--- src/rtl/fuente_pc_pkg.sv ---
// -----------------------------------------------------------------------------
// fuente_pc_pkg
// Shared definitions for the registered next-PC generator:
//   - COND_*  : branch condition codes carried on tipo_cond
//   - FPC_*   : encodings of the fuente_pc output (which source fed the PC)
//   - estado_t: sequencer states (boot cycle, normal run, exception vector)
// -----------------------------------------------------------------------------
package fuente_pc_pkg;

    // Conditional branch codes (tipo_cond); 6 and 7 are reserved, never taken.
    localparam logic [2:0] COND_BEQ  = 3'd0;
    localparam logic [2:0] COND_BNE  = 3'd1;
    localparam logic [2:0] COND_BLEZ = 3'd2;
    localparam logic [2:0] COND_BGTZ = 3'd3;
    localparam logic [2:0] COND_BLTZ = 3'd4;
    localparam logic [2:0] COND_BGEZ = 3'd5;

    // Selected next-PC source.
    localparam logic [1:0] FPC_SEQ    = 2'd0;
    localparam logic [1:0] FPC_SALTO  = 2'd1;
    localparam logic [1:0] FPC_JUMP   = 2'd2;
    localparam logic [1:0] FPC_VECTOR = 2'd3;

    typedef enum logic [1:0] {
        ARRANQUE = 2'd0,
        EJECUTA  = 2'd1,
        VECTOR   = 2'd2
    } estado_t;

endpackage

--- src/rtl/eval_cond.sv ---
// -----------------------------------------------------------------------------
// eval_cond
// Purely combinational branch-condition evaluator.
// Ports:
//   i_tipo_cond  condition code (COND_* in fuente_pc_pkg)
//   i_zero       ALU zero flag
//   i_negativo   ALU sign flag
//   o_cond       1 when the condition holds (before gating with salto_cond)
// -----------------------------------------------------------------------------
module eval_cond
    import fuente_pc_pkg::*;
(
    input  logic [2:0] i_tipo_cond,
    input  logic       i_zero,
    input  logic       i_negativo,
    output logic       o_cond
);

    always_comb begin
        o_cond = 1'b0;
        case (i_tipo_cond)
            COND_BEQ:  o_cond = i_zero;
            COND_BNE:  o_cond = !i_zero;
            COND_BLEZ: o_cond = i_negativo | i_zero;
            COND_BGTZ: o_cond = !i_negativo & !i_zero;
            COND_BLTZ: o_cond = i_negativo;
            COND_BGEZ: o_cond = !i_negativo;
            default:   o_cond = 1'b0;
        endcase
    end

endmodule

--- src/rtl/fuente_pc_seq.sv ---
// -----------------------------------------------------------------------------
// fuente_pc_seq
// Registered next-PC generator for the MIPS32 core. Owns the PC register,
// resolves branch / jump / register-jump / exception requests by fixed
// priority, issues a one-cycle flush after every redirect and counts taken
// control transfers.
// Ports:
//   i_clk, i_rst_n     clock, asynchronous active-low reset
//   i_stall            hold PC, state and counter (exception still wins)
//   i_salto_cond       conditional branch in decode; i_tipo_cond selects test
//   i_zero, i_negativo ALU flags feeding the condition
//   i_salto_incond     J/JAL, target from i_dest_j
//   i_salto_reg        JR/JALR, target from i_reg_dest
//   i_inm_ext          sign-extended branch immediate (word offset)
//   i_excepcion        external exception request
//   o_pc, o_pc_mas4    current PC and PC+4
//   o_fuente_pc        winning source this cycle (FPC_*)
//   o_flush            kill the instruction fetched in the previous cycle
//   o_desalineado      one-cycle pulse after a misaligned JR target
//   o_valido           fetch address valid
//   o_cuenta_saltos    taken branch/jump counter (wraps)
// -----------------------------------------------------------------------------
module fuente_pc_seq
    import fuente_pc_pkg::*;
#(
    parameter int unsigned WIDTH        = 32,
    parameter logic [31:0] RESET_VECTOR = 32'h0000_0000,
    parameter logic [31:0] EXC_VECTOR   = 32'h8000_0180,
    parameter int unsigned CNT_W        = 16
) (
    input  logic             i_clk,
    input  logic             i_rst_n,
    input  logic             i_stall,
    input  logic             i_salto_cond,
    input  logic [2:0]       i_tipo_cond,
    input  logic             i_zero,
    input  logic             i_negativo,
    input  logic             i_salto_incond,
    input  logic             i_salto_reg,
    input  logic [WIDTH-1:0] i_inm_ext,
    input  logic [25:0]      i_dest_j,
    input  logic [WIDTH-1:0] i_reg_dest,
    input  logic             i_excepcion,
    output logic [WIDTH-1:0] o_pc,
    output logic [WIDTH-1:0] o_pc_mas4,
    output logic [1:0]       o_fuente_pc,
    output logic             o_flush,
    output logic             o_desalineado,
    output logic             o_valido,
    output logic [CNT_W-1:0] o_cuenta_saltos
);

    localparam logic [WIDTH-1:0] RST_PC = WIDTH'(RESET_VECTOR);
    localparam logic [WIDTH-1:0] EXC_PC = WIDTH'(EXC_VECTOR);

    estado_t          r_estado;
    logic [WIDTH-1:0] r_pc;
    logic             r_flush;
    logic             r_desal;
    logic             r_valido;
    logic [CNT_W-1:0] r_cuenta;

    logic             w_cond;
    logic             w_tomado;
    logic             w_desal_req;
    logic             w_retenido;
    logic [WIDTH-1:0] w_pc_mas4;
    logic [WIDTH-1:0] w_dest_salto;
    logic [WIDTH-1:0] w_dest_jump;
    logic [WIDTH-1:0] w_pc_sig;
    logic [1:0]       w_fuente;

    eval_cond u_eval_cond (
        .i_tipo_cond (i_tipo_cond),
        .i_zero      (i_zero),
        .i_negativo  (i_negativo),
        .o_cond      (w_cond)
    );

    assign w_tomado     = i_salto_cond & w_cond;
    assign w_pc_mas4    = r_pc + WIDTH'(32'd4);
    assign w_dest_salto = w_pc_mas4 + (i_inm_ext << 2);
    assign w_desal_req  = i_salto_reg && (i_reg_dest[1:0] != 2'b00);
    // An exception cuts through a stall; anything else waits.
    assign w_retenido   = i_stall && !i_excepcion;

    // Jump keeps the 256 MB region of the delay-slot address.
    if (WIDTH > 28) begin : g_jump_region
        assign w_dest_jump = {w_pc_mas4[WIDTH-1:28], i_dest_j, 2'b00};
    end else begin : g_jump_flat
        assign w_dest_jump = {i_dest_j, 2'b00};
    end

    // Fixed-priority source selection; only meaningful while executing.
    always_comb begin
        w_fuente = FPC_SEQ;
        w_pc_sig = w_pc_mas4;
        if (i_excepcion || w_desal_req) begin
            w_fuente = FPC_VECTOR;
            w_pc_sig = EXC_PC;
        end else if (i_salto_reg) begin
            w_fuente = FPC_JUMP;
            w_pc_sig = i_reg_dest;
        end else if (i_salto_incond) begin
            w_fuente = FPC_JUMP;
            w_pc_sig = w_dest_jump;
        end else if (w_tomado) begin
            w_fuente = FPC_SALTO;
            w_pc_sig = w_dest_salto;
        end
    end

    always_ff @(posedge i_clk or negedge i_rst_n) begin
        if (!i_rst_n) begin
            r_estado <= ARRANQUE;
            r_pc     <= RST_PC;
            r_flush  <= 1'b0;
            r_desal  <= 1'b0;
            r_valido <= 1'b0;
            r_cuenta <= '0;
        end else begin
            unique case (r_estado)
                ARRANQUE: begin
                    // Boot cycle: PC held at the reset vector, requests ignored.
                    r_estado <= EJECUTA;
                    r_valido <= 1'b1;
                    r_flush  <= 1'b0;
                    r_desal  <= 1'b0;
                end
                VECTOR: begin
                    // Leaves unconditionally, even under stall.
                    r_estado <= EJECUTA;
                    r_pc     <= w_pc_mas4;
                    r_valido <= 1'b1;
                    r_flush  <= 1'b0;
                    r_desal  <= 1'b0;
                end
                EJECUTA: begin
                    if (!w_retenido) begin
                        r_pc    <= w_pc_sig;
                        r_desal <= w_desal_req && !i_excepcion;
                        case (w_fuente)
                            FPC_VECTOR: begin
                                r_estado <= VECTOR;
                                r_valido <= 1'b0;
                                r_flush  <= 1'b1;
                            end
                            FPC_SEQ: begin
                                r_flush <= 1'b0;
                            end
                            default: begin
                                r_flush  <= 1'b1;
                                r_cuenta <= r_cuenta + 1'b1;
                            end
                        endcase
                    end
                end
                default: begin
                    r_estado <= ARRANQUE;
                    r_valido <= 1'b0;
                end
            endcase
        end
    end

    assign o_pc            = r_pc;
    assign o_pc_mas4       = w_pc_mas4;
    assign o_fuente_pc     = (r_estado == EJECUTA && !w_retenido) ? w_fuente : FPC_SEQ;
    assign o_flush         = r_flush;
    assign o_desalineado   = r_desal;
    assign o_valido        = r_valido;
    assign o_cuenta_saltos = r_cuenta;

endmodule

--- config.mk ---
export PLATFORM = sky130hd
export DESIGN_NAME = fuente_pc_seq
export DESIGN_NICKNAME = d
export VERILOG_FILES = /design/src/rtl/fuente_pc_pkg.sv /design/src/rtl/eval_cond.sv /design/src/rtl/fuente_pc_seq.sv
export SDC_FILE = /design/constraint.sdc
export NUM_CORES = 1
export LEC_CHECK = 0
export CAP_MARGIN = 25
export CORE_ASPECT_RATIO = 1.4
export CORE_MARGIN = 5
export CORE_UTILIZATION = 40
export CTS_CLUSTER_SIZE = 16
export DETAILED_ROUTE_END_ITERATION = 12
export GPL_TIMING_DRIVEN = 1
export HOLD_SLACK_MARGIN = 0.03
export PLACE_DENSITY = 0.74
export SLEW_MARGIN = 20
export SYNTH_ARGS = -nofsm -noshare
export SYNTH_HDL_FRONTEND = slang
export SYNTH_SLANG_ARGS = --single-unit
--- constraint.sdc ---
create_clock -name i_clk -period 3.5 [get_ports i_clk]
set_input_delay 0.35 -clock i_clk [delete_from_list [all_inputs] [get_ports i_clk]]
set_output_delay 0.35 -clock i_clk [all_outputs]
set_load 0.005 [all_outputs]
==> summary.txt, run 1 <==
Status
  • Result of the run: finished, violations left
  • Violated checks: setup timing

Synth
  • #FFs+latches synth: between 50 and 60
  • Netlist Area Pre-Place: ~5600 µm²
  • Number of warnings issued by yosys: 0
  • Ranking of synthesized cells by area: sky130_fd_sc_hd__dfrtp_1, sky130_fd_sc_hd__ha_1, sky130_fd_sc_hd__xnor2_1
  • Sequential area share after synthesis: a little under a quarter
  • Mapped Nets: around 860
  • Proportion of synthesized flip-flops having asynchronous set or reset: 100%
  • Share of Yosys cell area claimed by the top area cell type: between 20% and 30%
  • Top flip-flop cell by instance count after synthesis: sky130_fd_sc_hd__dfrtp_1
  • Number of instances in the synthesized netlist: ~710
  • Synth unique cells: slightly below 80
  • Mean instance size in the synthesized netlist: around 7.8 µm²
  • Number of flops mapped to enable cells by yosys: 0
  • Largest area contributor in the synthesized netlist: sky130_fd_sc_hd__dfrtp_1

Worst setup path
  • Critical path capture point type: flip-flop
  • Worst stage delay on the critical path: 0.51 ns
  • Worst-path maximum fanout: 4
  • Startpoint class of the critical path: flip-flop
  • Largest delay share family, worst path: simple AND/OR/NAND/NOR gates
  • Critical Setup Path Class: reg2reg
  • Number of buffer and inverter instances along the worst setup path: 1
  • Critical path required time: approximately 3.7 ns
  • Flop2flop setup slack: -0.006 ns
  • Startpoint of the most critical register-to-register path: o_pc[8]
  • Number of cells traversed by the worst register-to-register path: 14
  • CP cell instances: and3_4 > buf_4 > nand4_1 > xnor2_1 > ha_1 > and2_4 > o2111ai_4 > a31oi_4 > o2111ai_4 > a2111oi_4 > or2_1 > a311oi_2 > or4_1 > nand3_1
  • Critical path's slowest cell: sky130_fd_sc_hd__or4_1
  • Capture point of the worst reg-to-reg path: o_pc[30]
  • Most numerous cell on the critical path: sky130_fd_sc_hd__o2111ai_4
  • Arr. time, crit path: 3.75 ns

Layout
  • Area taken by multi-input logic gates: 4480 µm²
  • Final std cells w/o fill: between 1,000 and 1,500
  • Final #Nets: approximately 1,200
  • Filler Cell Count: roughly 1,100
  • Area delta synth->final: 65.5%
  • N_diodes: 0
  • Share of cells above drive strength 1: 23.3%
  • Flip-flop and latch area: roughly 1300 µm²
  • Final design area excluding fillers: ~9200 µm²

CTS
  • Longest Clk Path Bufs: 2
  • Latest clock arrival within the worst-skew pair: about 0.3 ns
  • Number of levels in the clock H-tree: 2
  • CTS tree: built
  • Sink count of the clock tree: 52
  • Count of hold-fix buffers inserted at cts: 0
  • Clk pin slew, worst setup/hold paths: 0.08 ns
  • Number of buffers created by CTS: 5
  • Root buffer cell: sky130_fd_sc_hd__clkbuf_16

STA
  • Hold WS: 0.0981 ns
  • Setup Skew: around 0.011 ns
  • Achievable Freq: 285 MHz
  • Period utilisation layout: 100%
  • Worst-case headroom to the max-slew limit: just over 50%
  • Tightest Pin Transition: a little over 0.7 ns
  • Setup violation total in the final timing report: 1
  • Final worst slack: -0.00579 ns
  • Number of hold violations in the final report: 0
  • Unrepaired setup endpoints after global routing: true
  • Number of slew-limit violations in the final report: 0
  • Tmin final: between 3 and 4 ns

Routing
  • Top routing layer used: met4
  • Metal2 WL: roughly 12,000 µm
  • Final ANT Viol Nets: 0
  • Mean routed wirelength per cell: around 19 µm
  • Drt drc: 0
  • DRT iter0 DRCs: roughly 540
  • Length of the first detailed-routing pass in iterations: 8
  • Total via count in the routed design: around 7,000
  • Met1 wire length: 8640 µm
  • WL met3: 1760 µm
  • Drt total wl: around 23,000 µm
  • Avg Vias per Cell: 5.79

Global route
  • Largest net degree at the start of global routing: 30
  • Number of global-route vias before repair: around 7,000
  • Global-route wire length before repair: around 35,000 µm
  • Overall overflow remaining after global route: 0
  • Antenna violations before repair: 0
  • Overall track demand over capacity in global routing: 27.6%

Placement
  • Cell count after placement: roughly 1,200
  • Count of port buffers added during placement: 184
  • Half-perimeter wire length after detailed placement: 18,300 µm
  • Final GP Congestion: between 0.9 and 1
  • Area after DPL: 8560 µm²

Die
  • Die ar.: roughly 16,000 µm²
  • Starting density of the core: 40.4%
  • Placeable core region: 13,800 µm²
  • Ports placed on the boundary: ~190
  • Width of the chip: ~110 µm
  • # rows: 51
  • Vertical extent of the die: around 150 µm

Power and ir drop
  • P_leak: between 0.003 and 0.004 µW
  • Maximum VDD drop: approximately 360 µV
  • Power per unit of standard cell area: about 630 nW/µm²

Min path
  • Class of the worst hold path: in2async

Flow run
  • Max-cap viol count: 0
[how the worst max path moves through the flow]
| stage | startpoint | endpoint | slack (ns) | cells after the start |
|---|---|---|---|---|
| after global placement | i_inm_ext[0] | o_pc[30] | -0.12 | 13 |
| final | o_pc[8] | o_pc[30] | -0.006 | 14 |
| after global routing | o_pc[10] | o_pc[30] | -0.15 | 14 |
| after CTS | o_pc[2] | o_pc[31] | -0.03 | 17 |
| after floorplan | o_pc[4] | o_pc[30] | 0.0007 | 17 |
| after detailed placement | i_inm_ext[0] | o_pc[30] | -0.16 | 13 |
[final cells by class]
cell class | instances | share of cell area [%]
timing repair buffer | 332 | 32.0
inverter | 27 | 1.10
clock inverter | 3 | 0.271
tap | 185 | 2.51
clock buffer | 5 | 1.36
multi-input combinational | 597 | 48.6
sequential | 52 | 14.1
[power by group]
part	switching [µW]	internal [µW]
clock network	257	271
registers	174	776
logic	2220	2150
total	2650	3200
[stage by stage]
stage	worst slack, ns	setup TNS, ns	util [%]	power (µW)
2_1_floorplan	0.000692	0	-	3010
3_3_place_gp	-0.121	-0.327	62.1	4910
3_5_place_dp	-0.160	-0.826	62.1	4970
4_1_cts	-0.0253	-0.0253	63.5	5540
5_1_grt	-0.147	-0.626	66.9	6230
6_report	-0.00579	-0.00579	66.9	5850
[routing by layer]
metal	vias to the layer above	GRT usage, %
li1	3236	-
met1	3273	32.9
met2	352	47.3
met3	93	3.63
met4	0	15.0
met5	-	0
[cells in the mapped netlist (11+ instances only)]
cell type and count:
sky130_fd_sc_hd__nor2_1 46, sky130_fd_sc_hd__ha_1 41, sky130_fd_sc_hd__o21a_1 11, sky130_fd_sc_hd__o21ai_0 49, sky130_fd_sc_hd__nand3_1 32, sky130_fd_sc_hd__a21oi_1 45, sky130_fd_sc_hd__xor2_1 25, sky130_fd_sc_hd__inv_1 26
sky130_fd_sc_hd__nor3_1 17, sky130_fd_sc_hd__clkbuf_1 31, sky130_fd_sc_hd__and2_1 12, sky130_fd_sc_hd__xnor2_1 37, sky130_fd_sc_hd__a21o_1 15, sky130_fd_sc_hd__nand2_1 82, sky130_fd_sc_hd__and3_1 12, sky130_fd_sc_hd__dfrtp_1 52
[cell usage in the layout (no fill, tap or decap), types with 7 or more instances in the layout]
cell,synthesis,layout
sky130_fd_sc_hd__clkdlybuf4s50_1,0,183
sky130_fd_sc_hd__buf_4,2,146
sky130_fd_sc_hd__nand2_1,82,78
sky130_fd_sc_hd__dfrtp_1,52,51
sky130_fd_sc_hd__o21ai_0,49,47
sky130_fd_sc_hd__nor2_1,46,44
sky130_fd_sc_hd__a21oi_1,45,39
sky130_fd_sc_hd__ha_1,41,36
sky130_fd_sc_hd__nand3_1,32,29
sky130_fd_sc_hd__xnor2_1,37,29
sky130_fd_sc_hd__inv_1,26,25
sky130_fd_sc_hd__xor2_1,25,19
sky130_fd_sc_hd__a21o_1,15,15
sky130_fd_sc_hd__nor3_1,17,11
sky130_fd_sc_hd__o21a_1,11,11
sky130_fd_sc_hd__o211ai_1,10,10
sky130_fd_sc_hd__a22oi_1,10,10
sky130_fd_sc_hd__and3_1,12,9
sky130_fd_sc_hd__and2_1,12,9
sky130_fd_sc_hd__nand2b_1,8,8
sky130_fd_sc_hd__nor3_2,1,7
sky130_fd_sc_hd__a211oi_1,8,7
[state kept, by name, indices dropped and copies added, names as in the netlist]
| register | cells |
|---|---|
| o_cuenta_saltos | 16 |
| o_valido | 1 |
| o_desalineado | 1 |
| r_estado | 1 |
| o_pc | 32 |
| o_flush | 1 |
[kinds of logic (layout without fill, tap and decap cells)]
kind of cell / Yosys count / count (layout) / share of synthesized area [%]
buf+inv: 63 / 367 / 4.45
mux: 8 / 8 / 1.48
compound gates: 238 / 238 / 29.9
flops: 52 / 52 / 23.3
simple gates: 247 / 247 / 21.5
xor+xnor: 62 / 62 / 9.74
fa+ha+maj: 42 / 42 / 9.56
[repair_timing]
item | CTS | global route
resized for setup | 13 | 71
endpoints found under the setup margin | 12 | 15
pin swaps | 1 | 33
buffers inserted | 0 | 11
Note: power is estimated with default switching activity, not from simulation.
==> inputs of run 2 (changes only) <==
- REMOVE_ABC_BUFFERS: default -> 1
==> summary.txt, run 2 (same netlist as run 1, synthesis figures left out) <==
Layout
  • Number of flip-flops in the largest register: 32 (unchanged)
  • Final cell utilization of the core: 67.8% (+0.85 points)
  • Share of cells above drive strength 1: 24.0% (+0.69 points)
  • Commonest non-fill, non-tap cell in the layout: sky130_fd_sc_hd__clkdlybuf4s50_1
  • Final design area excluding fillers: 9340 µm² (+1.3%)
  • Area delta synth->final: 67.6%
  • Filler Cell Count: 1,123 (-1.8%)
  • N_diodes: 0 (unchanged)
  • Final std cells w/o fill: 1,205 (+0.33%)
  • Final #Nets: 1,163 (+0.35%)
  • Top library cells by usage in the layout, fill and taps aside: sky130_fd_sc_hd__clkdlybuf4s50_1, sky130_fd_sc_hd__buf_4, sky130_fd_sc_hd__nand2_1, sky130_fd_sc_hd__dfrtp_1, sky130_fd_sc_hd__o21ai_0

STA
  • Tightest Pin Transition: 0.553 ns (-0.170 ns)
  • Setup Skew: 0.00464 ns (-0.00622 ns)
  • Worst-case headroom to the max-slew limit: 63.1% (+11 points)
  • Hold WS: 0.0367 ns (-0.0614 ns)
  • Period utilisation layout: 98.3% (-1.9 points)
  • Number of slew-limit violations in the final report: 0 (unchanged)
  • Number of hold violations in the final report: 0 (unchanged)
  • Achievable Freq: 291 MHz (+1.9%)
  • Setup violation total in the final timing report: 0 (-1)
  • Tmin final: 3.44 ns (-0.0662 ns)
  • Unrepaired setup endpoints after global routing: true

Worst setup path
  • Critical path required time: 3.74 ns (about the same)
  • Worst stage delay on the critical path: 0.41 ns (-0.10 ns)
  • Critical Setup Path Class: reg2reg
  • Critical path's slowest cell: sky130_fd_sc_hd__or4_1
  • Startpoint class of the critical path: flip-flop
  • Arr. time, crit path: 3.68 ns (-0.07 ns)
  • Worst-path maximum fanout: 6 (+2)
  • Critical path capture point type: flip-flop
  • Number of logic stages on the critical path including buffering: 15 (+1)
  • Largest delay share family, worst path: simple AND/OR/NAND/NOR gates
  • CP cell instances: and4_4 > and2_4 > buf_4 > nand2_2 > xnor2_2 > ha_4 > o21a_1 > o2111ai_2 > a31oi_4 > o2111ai_4 > a2111oi_4 > or2_1 > a311oi_4 > or4_1 > nand3_1
  • Number of cells traversed by the worst register-to-register path: 15 (+1)
  • Number of buffer and inverter instances along the worst setup path: 1 (unchanged)

Global route
  • Largest net degree at the start of global routing: 44 (+47%)
  • Overall track demand over capacity in global routing: 27.6% (+0.045 points)
  • Number of global-route vias before repair: 6,943 (-0.49%)
  • Overall overflow remaining after global route: 0 (unchanged)
  • Antenna violations before repair: 0 (unchanged)
  • Global-route wire length before repair: 35,600 µm (+1.1%)

Die
  • Placeable core region: 13,800 µm² (unchanged)
  • Starting density of the core: 40.4% (unchanged)
  • Die ar.: 16,400 µm² (unchanged)
  • Vertical extent of the die: 150 µm (unchanged)
  • # rows: 51 (unchanged)
  • Width of the chip: 110 µm (unchanged)
  • Ports placed on the boundary: 187 (unchanged)

Routing
  • Final ANT Viol Nets: 0 (unchanged)
  • Mean routed wirelength per cell: 20.1 µm (+3.8%)
  • DRT iter0 DRCs: 592 (+9.8%)
  • Drt drc: 0 (unchanged)
  • Total via count in the routed design: 7,019 (+0.93%)
  • Drt total wl: 24,200 µm (+4.2%)
  • Length of the first detailed-routing pass in iterations: 5 (-3)
  • Avg Vias per Cell: 5.82 (+0.60%)

CTS
  • Number of buffers created by CTS: 5 (unchanged)
  • Longest Clk Path Bufs: 2 (unchanged)
  • Sink count of the clock tree: 52 (unchanged)
  • Clk pin slew, worst setup/hold paths: 0.07 ns (about the same)
  • CTS tree: built
  • Latest clock arrival within the worst-skew pair: 0.30 ns (about the same)
  • Root buffer cell: sky130_fd_sc_hd__clkbuf_16
  • Number of levels in the clock H-tree: 2 (unchanged)

Placement
  • Area after DPL: 8550 µm² (-0.12%)
  • Half-perimeter wire length after detailed placement: 18,200 µm (-0.19%)
  • Final GP Congestion: 0.946 (+0.80%)
  • Cell count after placement: 1,185 (+0.25%)
  • Count of port buffers added during placement: 184 (unchanged)

Flow run
  • Max-cap viol count: 0 (unchanged)

Power and ir drop
  • P_leak: 0.00400 µW (+0.39%)
  • Power per unit of standard cell area: 647 nW/µm² (+2.0%)
  • Maximum VDD drop: 297 µV (-18%)

Status
  • Result of the run: finished, final reports clean

Min path
  • Class of the worst hold path: in2async
[run 2: metrics by stage]
step,setup slack [ns],setup TNS (ns),power [µW]
floorplan,-0.123,-0.455,2930
global placement,-0.155,-0.392,4960
detailed placement,-0.205,-0.794,5020
CTS,0.00687,0,5700
global route,-0.201,-0.878,6440
finish,0.0604,0,6040
[run 2: area by class of cell]
type                       instances  area (µm²)  share of cell area [%]
multi-input combinational        597        4520                    48.4
timing repair buffer             336        3010                    32.2
sequential                        52        1300                    14.0
tap                              185         231                    2.48
clock buffer                       6         139                    1.49
inverter                          27         101                    1.08
clock inverter                     2        38.8                   0.415
[run 2: metal layers]
layer  up-vias  wire (µm)  part of all wire, %  track usage [%]
li1       3249          -                    -                -
met4         0       1400                  5.8             13.0
met2       379      12000                   49             48.5
met1      3298       8830                   37             32.9
met3        93       1980                  8.2             3.50
met5         -          0                    0                0
[run 2: what timing repair did]
item | 4_1_cts | 5_1_grt
cloned | 0 | 0
gates resized for setup | 18 | 74
pin swaps | 6 | 29
hold buffers | 0 | 0
endpoints found under the setup margin | 8 | 14
setup buffers | 3 | 8
[run 2: path summary, 6_finish.rpt]
path,slack [ns],endpoint,startpoint
worst max-delay path,0.06,o_pc[30],o_pc[4]
worst min-delay path,0.04,o_cuenta_saltos[1],i_rst_n
worst max register to register,0.06,o_pc[30],o_pc[4]
worst min register to register,0.48,o_cuenta_saltos[15],o_cuenta_saltos[15]
max in group asynchronous,2.73,o_pc[16],i_rst_n
min in group i_clk,0.48,o_cuenta_saltos[15],o_cuenta_saltos[15]
[run 2: power breakdown]
part | internal (µW) | total, µW | switching [µW]
Clock | 359 | 586 | 228
Combinational | 2230 | 4500 | 2280
Sequential | 778 | 951 | 174
